===== src/rtl/hdmi_axi_line_fetch.sv =====
// Per-scanline AXI read-burst request generator in the pixel clock domain.
// Optional sticky overrun flag: define HDMI_AXI_LINE_FETCH_OVERRUN_EN.
module hdmi_axi_line_fetch #(
    parameter logic [11:0] X_SIZE    = 12'd256,
    parameter logic [11:0] Y_SIZE    = 12'd256,
    parameter logic [8:0]  BURST_LEN = 9'd64,
    parameter logic [31:0] BASE_ADDR = 32'h0000_0000
) (
    input  logic        clk_vga,
    input  logic        rst,
    input  logic        prefetch_line,
    input  logic [1:0]  pixelena_edge,
    input  logic        busy,
    output logic        kick,
    output logic [31:0] read_addr,
    output logic [8:0]  read_num
`ifdef HDMI_AXI_LINE_FETCH_OVERRUN_EN
    ,
    output logic        overrun
`endif
);

    localparam logic [1:0] IDLE      = 2'd0;
    localparam logic [1:0] KICK      = 2'd1;
    localparam logic [1:0] WAIT_BUSY = 2'd2;
    localparam logic [1:0] WAIT_DONE = 2'd3;

    localparam logic [11:0] BURSTS     = X_SIZE / {3'b000, BURST_LEN};
    localparam logic [11:0] LAST_BURST = BURSTS - 12'd1;

    // Handshake: kick is a one-cycle strobe with read_addr/read_num valid in
    // that cycle; the master acknowledges by raising busy and completes the
    // burst by dropping it. The next kick waits for busy to fall.
    logic [1:0]  state;
    logic [1:0]  state_nx;
    logic [11:0] burst_idx;
    logic [11:0] burst_nx;
    logic [11:0] fetch_line;
    logic [11:0] disp_line;
    logic        pending;
    logic        resync_pend;
    logic [31:0] addr_nx;
    logic        disp_wrap;
    logic        fetch_done;
    logic        idle_quiet;

    assign kick     = (state == KICK);
    assign read_num = BURST_LEN;

    assign disp_wrap  = (pixelena_edge == 2'b10) && (disp_line == Y_SIZE - 12'd1);
    assign fetch_done = (state == WAIT_DONE) && !busy && (burst_idx == LAST_BURST);
    // Only a truly quiet FSM may have its line counter forced immediately.
    assign idle_quiet = (state == IDLE) && !pending && !prefetch_line;

    assign addr_nx = BASE_ADDR +
        (({20'd0, fetch_line} * {20'd0, X_SIZE} +
          {20'd0, burst_nx} * {23'd0, BURST_LEN}) << 2);

    always_comb begin
        state_nx = state;
        burst_nx = burst_idx;
        case (state)
            IDLE: begin
                if (prefetch_line || pending) begin
                    state_nx = KICK;
                    burst_nx = 12'd0;
                end
            end
            KICK:      state_nx = WAIT_BUSY;
            WAIT_BUSY: if (busy) state_nx = WAIT_DONE;
            WAIT_DONE: begin
                if (!busy) begin
                    if (burst_idx != LAST_BURST) begin
                        burst_nx = burst_idx + 12'd1;
                        state_nx = KICK;
                    end else begin
                        state_nx = IDLE;
                    end
                end
            end
            default: state_nx = IDLE;
        endcase
    end

    always_ff @(posedge clk_vga or negedge rst) begin
        if (!rst) begin
            state     <= IDLE;
            burst_idx <= 12'd0;
            read_addr <= BASE_ADDR;
        end else begin
            state     <= state_nx;
            burst_idx <= burst_nx;
            if (state_nx == KICK) read_addr <= addr_nx;
        end
    end

    // A pulse in the IDLE cycle that consumes pending is itself queued.
    always_ff @(posedge clk_vga or negedge rst) begin
        if (!rst) begin
            pending <= 1'b0;
        end else if (state == IDLE) begin
            pending <= pending & prefetch_line;
        end else if (prefetch_line) begin
            pending <= 1'b1;
        end
    end

    always_ff @(posedge clk_vga or negedge rst) begin
        if (!rst) begin
            disp_line <= 12'd0;
        end else if (pixelena_edge == 2'b10) begin
            disp_line <= disp_wrap ? 12'd0 : disp_line + 12'd1;
        end
    end

    // Frame resync: a display wrap during a fetch is deferred to its end.
    always_ff @(posedge clk_vga or negedge rst) begin
        if (!rst) begin
            fetch_line  <= 12'd0;
            resync_pend <= 1'b0;
        end else if (fetch_done) begin
            resync_pend <= 1'b0;
            if (resync_pend || disp_wrap || fetch_line == Y_SIZE - 12'd1)
                fetch_line <= 12'd0;
            else
                fetch_line <= fetch_line + 12'd1;
        end else if (disp_wrap) begin
            if (idle_quiet) fetch_line <= 12'd0;
            else            resync_pend <= 1'b1;
        end
    end

`ifdef HDMI_AXI_LINE_FETCH_OVERRUN_EN
    always_ff @(posedge clk_vga or negedge rst) begin
        if (!rst) begin
            overrun <= 1'b0;
        end else if ((prefetch_line && pending && state != IDLE) ||
                     (pixelena_edge == 2'b01 && state != IDLE &&
                      fetch_line == disp_line)) begin
            overrun <= 1'b1;
        end
    end
`endif

endmodule


===== config.mk =====
export PLATFORM = sky130hd
export DESIGN_NAME = hdmi_axi_line_fetch
export DESIGN_NICKNAME = d
export VERILOG_FILES = /design/src/rtl/hdmi_axi_line_fetch.sv
export SDC_FILE = /design/constraint.sdc
export NUM_CORES = 1
export LEC_CHECK = 0
export CAP_MARGIN = 25
export CORE_ASPECT_RATIO = 1.25
export CORE_UTILIZATION = 55
export DETAILED_ROUTE_END_ITERATION = 7
export PLACE_DENSITY_LB_ADDON = 0.12
export SYNTH_ARGS = -nofsm -noshare
export SYNTH_HDL_FRONTEND = slang
export SYNTH_SLANG_ARGS = --single-unit

===== constraint.sdc =====
create_clock -name clk_vga -period 3.81 [get_ports clk_vga]
set_input_delay 0.381 -clock clk_vga [delete_from_list [all_inputs] [get_ports clk_vga]]
set_output_delay 0.381 -clock clk_vga [all_outputs]
set_load 0.01 [all_outputs]

; Word-level counts from Yosys, hierarchy flattened
; Index checks and enable logic that the tools add are counted.
[classes]
add_sub_neg = 4
n_eq_ne = 10
n_mux = 19
bitwise = 1
n_reduce_logical = 17
[op_table]
columns = op, n
row1 = $mux W12, 8
row2 = $add A12 B1 Y12 const B, 3
row3 = $eq A12 B8 Y1 const B, 2
row4 = $pmux W12 S2, 1
row5 = $add A20 B18 Y21, 1
row6 = $eq A12 B2 Y1 const B, 1
row7 = $ne A12 B2 Y1 const B, 1
row8 = $pmux W2 S4, 1
row9 = $eq A2 B2 Y1 const B, 3
row10 = $mux W1, 6
row11 = $mux W2, 3
row12 = $reduce_bool A2 Y1, 3
row13 = $logic_and A1 B1 Y1, 5
row14 = $eq A2 B1 Y1 const B, 2
row15 = $reduce_and A2 Y1, 2
row16 = $logic_not A1 Y1, 3
row17 = $logic_or A1 B1 Y1, 3
row18 = $logic_not A2 Y1, 1
row19 = $ne A2 B2 Y1 const B, 1
row20 = $and A1 B1 Y1, 1
[totals]
regBits = 70
in_bits = 6
output_inout_bits = 42
wordCells = 58

; Longest topological paths before layout
[depth]
depth_word = 6
mapped_depth = 15
depth_no_buf = 14

; Worst setup path after synthesis
; OpenSTA, ideal clock, no wires.
[synth_path]
path_type = register -> register
start = register state[0]
end = register read_addr[20]
t_arrival_ns = 3.163
t_required_ns = 3.715
path_slack_ns = 0.551
stages_incl_launch_ff = 16
n_path_buf = 1
synth_period_minus_slack_ns = 3.259
path_cell_list = dfrtp_1 > inv_1 > ha_1 > nor3b_1 > or2_2 > clkbuf_1 > o21ai_0 > o31ai_1 > ha_1 > inv_1 > fa_1 > nor2b_1 > o31a_1 > o2111ai_1 > and3_1 > o31ai_1
[synth_via]
elab_chain_len = 3
[synth_rtl]
columns = element, line_no
row1 = start: declaration, 34  ; logic [1:0] state;
row2 = start signal: assignment, 91  ; state <= state_nx;
row3 = $eq A2 B2 Y1 or $logic_not A2 Y1 (tied branches), 62  ; case (state)
row4 = $pmux W12 S2 (*), 62
row5 = via burst_nx[2], 37  ; logic [11:0] burst_nx;
row6 = $add A20 B18 Y21 (*), 56  ; (({20'd0, fetch_line} * {20'd0, X_SIZE} +
row7 = end signal: assignment, 93  ; if (state_nx == KICK) read_addr <= addr_nx;
row8 = end: declaration, 15  ; output logic [31:0] read_addr,
; The timed path passes the listed nets; every way through them passes the cells marked *.
; A chain may end at the register's enable or synchronous reset.

; Final worst setup path
[layout_path]
start = register state[0]
end = register read_addr[21]
; The elaborated chain is that of the path after synthesis.

==> out/results.ini <==
[floorplan]
placementRows=32
die_w_microns=73.1
initial_core_util_pct=56.7
core_area_sq_um=6130
dieArea_sq_um=6640
fp.dieH_microns=90.9
ioPinCount=48

[synthesis]
synth_cell_types=59
synth-edff-count=0
ys_seq_elements=55
syn_area_sq_um=3470
yosysSeqAreaShare_pct=39.6
avgSynthCellArea_sq_um=9.49
syn-instance-count=366
ys.warnings.count=0
async_flop_share_pct=100
synth_flop_cell=dfrtp_1

[timing]
slew_viol_final=0
fin_ws_ps=305
setup_viol=0
holdWs_ps=385
rsz0062_at_grt=no
fin_tns_setup_ps=0
slew_headroom_pct=55.7
fin_skew_ps=7.69
hold_viol=0
finalCritPeriodShare_pct=92.0
finalCriticalPeriod_ps=3510
timing.fmax_ghz=0.285
tightest_slew_ps=659

[clock_tree]
cts.sinks=55
tritoncts=built
htreeDepth=2
clockBufferDepth=2
clock_latency_ps=320
cts_made_buffers=5
cts-root-buf=clkbuf_8
postCtsSetupRepairBufs=0
clk_pin_slew_ps=110

[finish]
drive_gt1_share_pct=8.63
most-common-layout-cells=dfrtp_1 (55), nor2_1 (31), nand2_1 (27), o21ai_0 (27), conb_1 (26)
syn_to_final_growth_pct=9.33
nFillCells=558
finalNetCount=417
diodes=0
layout.cells.non_filler=479
layout_commonest_cell=dfrtp_1

[critical_path]
cp.required_ps=4050
worstPathCellList=inv_1 -> ha_1 -> nand2b_1 -> or2_2 -> nand2b_1 -> o21ai_0 -> ha_1 -> a21oi_1 -> o21ai_0 -> a2111oi_1 -> o31ai_1 -> a31oi_1
crit_slowest_cell=a2111oi_1
crit_path_end_kind=flop
r2r_setup_slack_ps=300
timing.rr.end=read_addr[21]
reg2reg_depth=12
cp_max_fo=5
crit_type=flop to flop
crit_arrival_ps=3750
cp.buffers_inverters=1
start_kind=flop
crit_family=compound AO/OA/AOI/OAI gates
rr_startpoint=state[0]
slowest_delay_ps=490

[global_routing]
grt_pass1_wl_mm=11.8
grt_antenna_before_repair=0
grt_usage_pct=22.9
grt_pass1_vias=2593
overflow=0
grt_max_degree=53

[outcome]
status=finished, final reports clean

[route]
drc=0
drtIter0Drc=74
drtPass1Iterations=4
viasPerCell=5.59
num_vias=2679
wl_mm=6.98
routedWlPerCell_microns=14.6
detail-route-antenna-nets=0

[place]
dp_slack_ps=248
io_buffers=21
gp_congestion=0.866
place_inst=470
hpwlAfterDp_mm=5.25

[min_path]
hold_class=primary input to asynchronous set/reset pin

[power]
power_density_nw_per_um2=426
power_w=0.00162
p_leak_nw=1.73
peakVddDrop_uv=286

[flow_run]
maxCapViolations=0

state kept, by name, indices dropped and copies added, names as in the netlist:
signal       cells
read_addr       15
burst_idx       12
disp_line       12
fetch_line      12
state            2
pending          1
resync_pend      1
layout make-up:
cell class / count / area [sq um] / area share (%)
Clock buffer: 5 / 68.8 / 1.81
Clock inverter: 3 / 26.3 / 0.692
Inverter: 16 / 60.1 / 1.58
Multi-Input combinational cell: 286 / 1890 / 49.8
Sequential cell: 55 / 1380 / 36.2
Tap cell: 85 / 106 / 2.80
Timing Repair Buffer: 29 / 268 / 7.05
worst max-delay path by stage:
stage               cells after the start     start            end  slack (ps)
floorplan                              15  state[0]  read_addr[20]         550
CTS                                    12  state[0]  read_addr[21]         270
global placement                       11      busy  read_addr[21]         310
finish                                 12  state[0]  read_addr[21]         300
detailed placement                     11      busy  read_addr[21]         250
global route                           12  state[0]  read_addr[21]           7
routing by layer:
metal / track usage [%] / part of all wire, % / up-vias
met1: 28.3 / 44 / 1302
met3: 3.13 / 2.6 / 10
li1: - / - / 1314
met5: 0 / 0 / -
met4: 8.50 / 2.3 / 0
met2: 39.7 / 51 / 53
stage by stage:
| stage | util, % | cell area [sq um] |
|---|---|---|
| floorplan | - | 3560 |
| global placement | 60.3 | 3690 |
| detailed placement | 60.3 | 3690 |
| CTS | 62.0 | 3800 |
| global route | 62.0 | 3800 |
| finish | 62.0 | 3800 |
Yosys cell counts, drive strengths merged, types with 6 or more instances:
master	number	area share [%]
xnor2	13	3.3
a21oi	16	2.3
inv	16	1.7
ha	17	6.1
nor3	10	1.4
nand2b	10	1.8
o211a	7	2.0
dfrtp	55	40
o31ai	6	1.3
o21ai	27	3.9
buf	31	6.6
nand2	27	2.9
mux2	10	3.2
nor2	31	3.4
nand3	11	1.6
logic make-up (layout without fill, tap and decap cells):
| logic type | Yosys count | after routing | synth area share, % |
|---|---|---|---|
| and+or+nand+nor | 119 | 119 | 17.9 |
| AOI/OAI and AO/OA | 90 | 90 | 17.8 |
| muxes | 14 | 14 | 4.39 |
| other | 2 | 26 | 0.216 |
| adders and majority gates | 19 | 19 | 6.99 |
| DFF | 55 | 55 | 39.6 |
| xor gates and xnor gates | 18 | 18 | 4.54 |
| buffers and inverters | 49 | 53 | 8.54 |
power breakdown:
part | total, W | internal, W | switching (W)
combinational | 0.000564 | 0.000252 | 0.000313
clock | 0.000345 | 0.000136 | 0.000209
sequential | 0.000710 | 0.000647 | 0.0000627
total | 0.00162 | 0.00103 | 0.000584
what timing repair did:
item | CTS | global route
setup endpoints to repair | 0 | 1
hold buffers | 1 | 0
resized for setup | 0 | 1
endpoints found under the hold margin | 3 | 0
(Power assumes the default switching activity.)
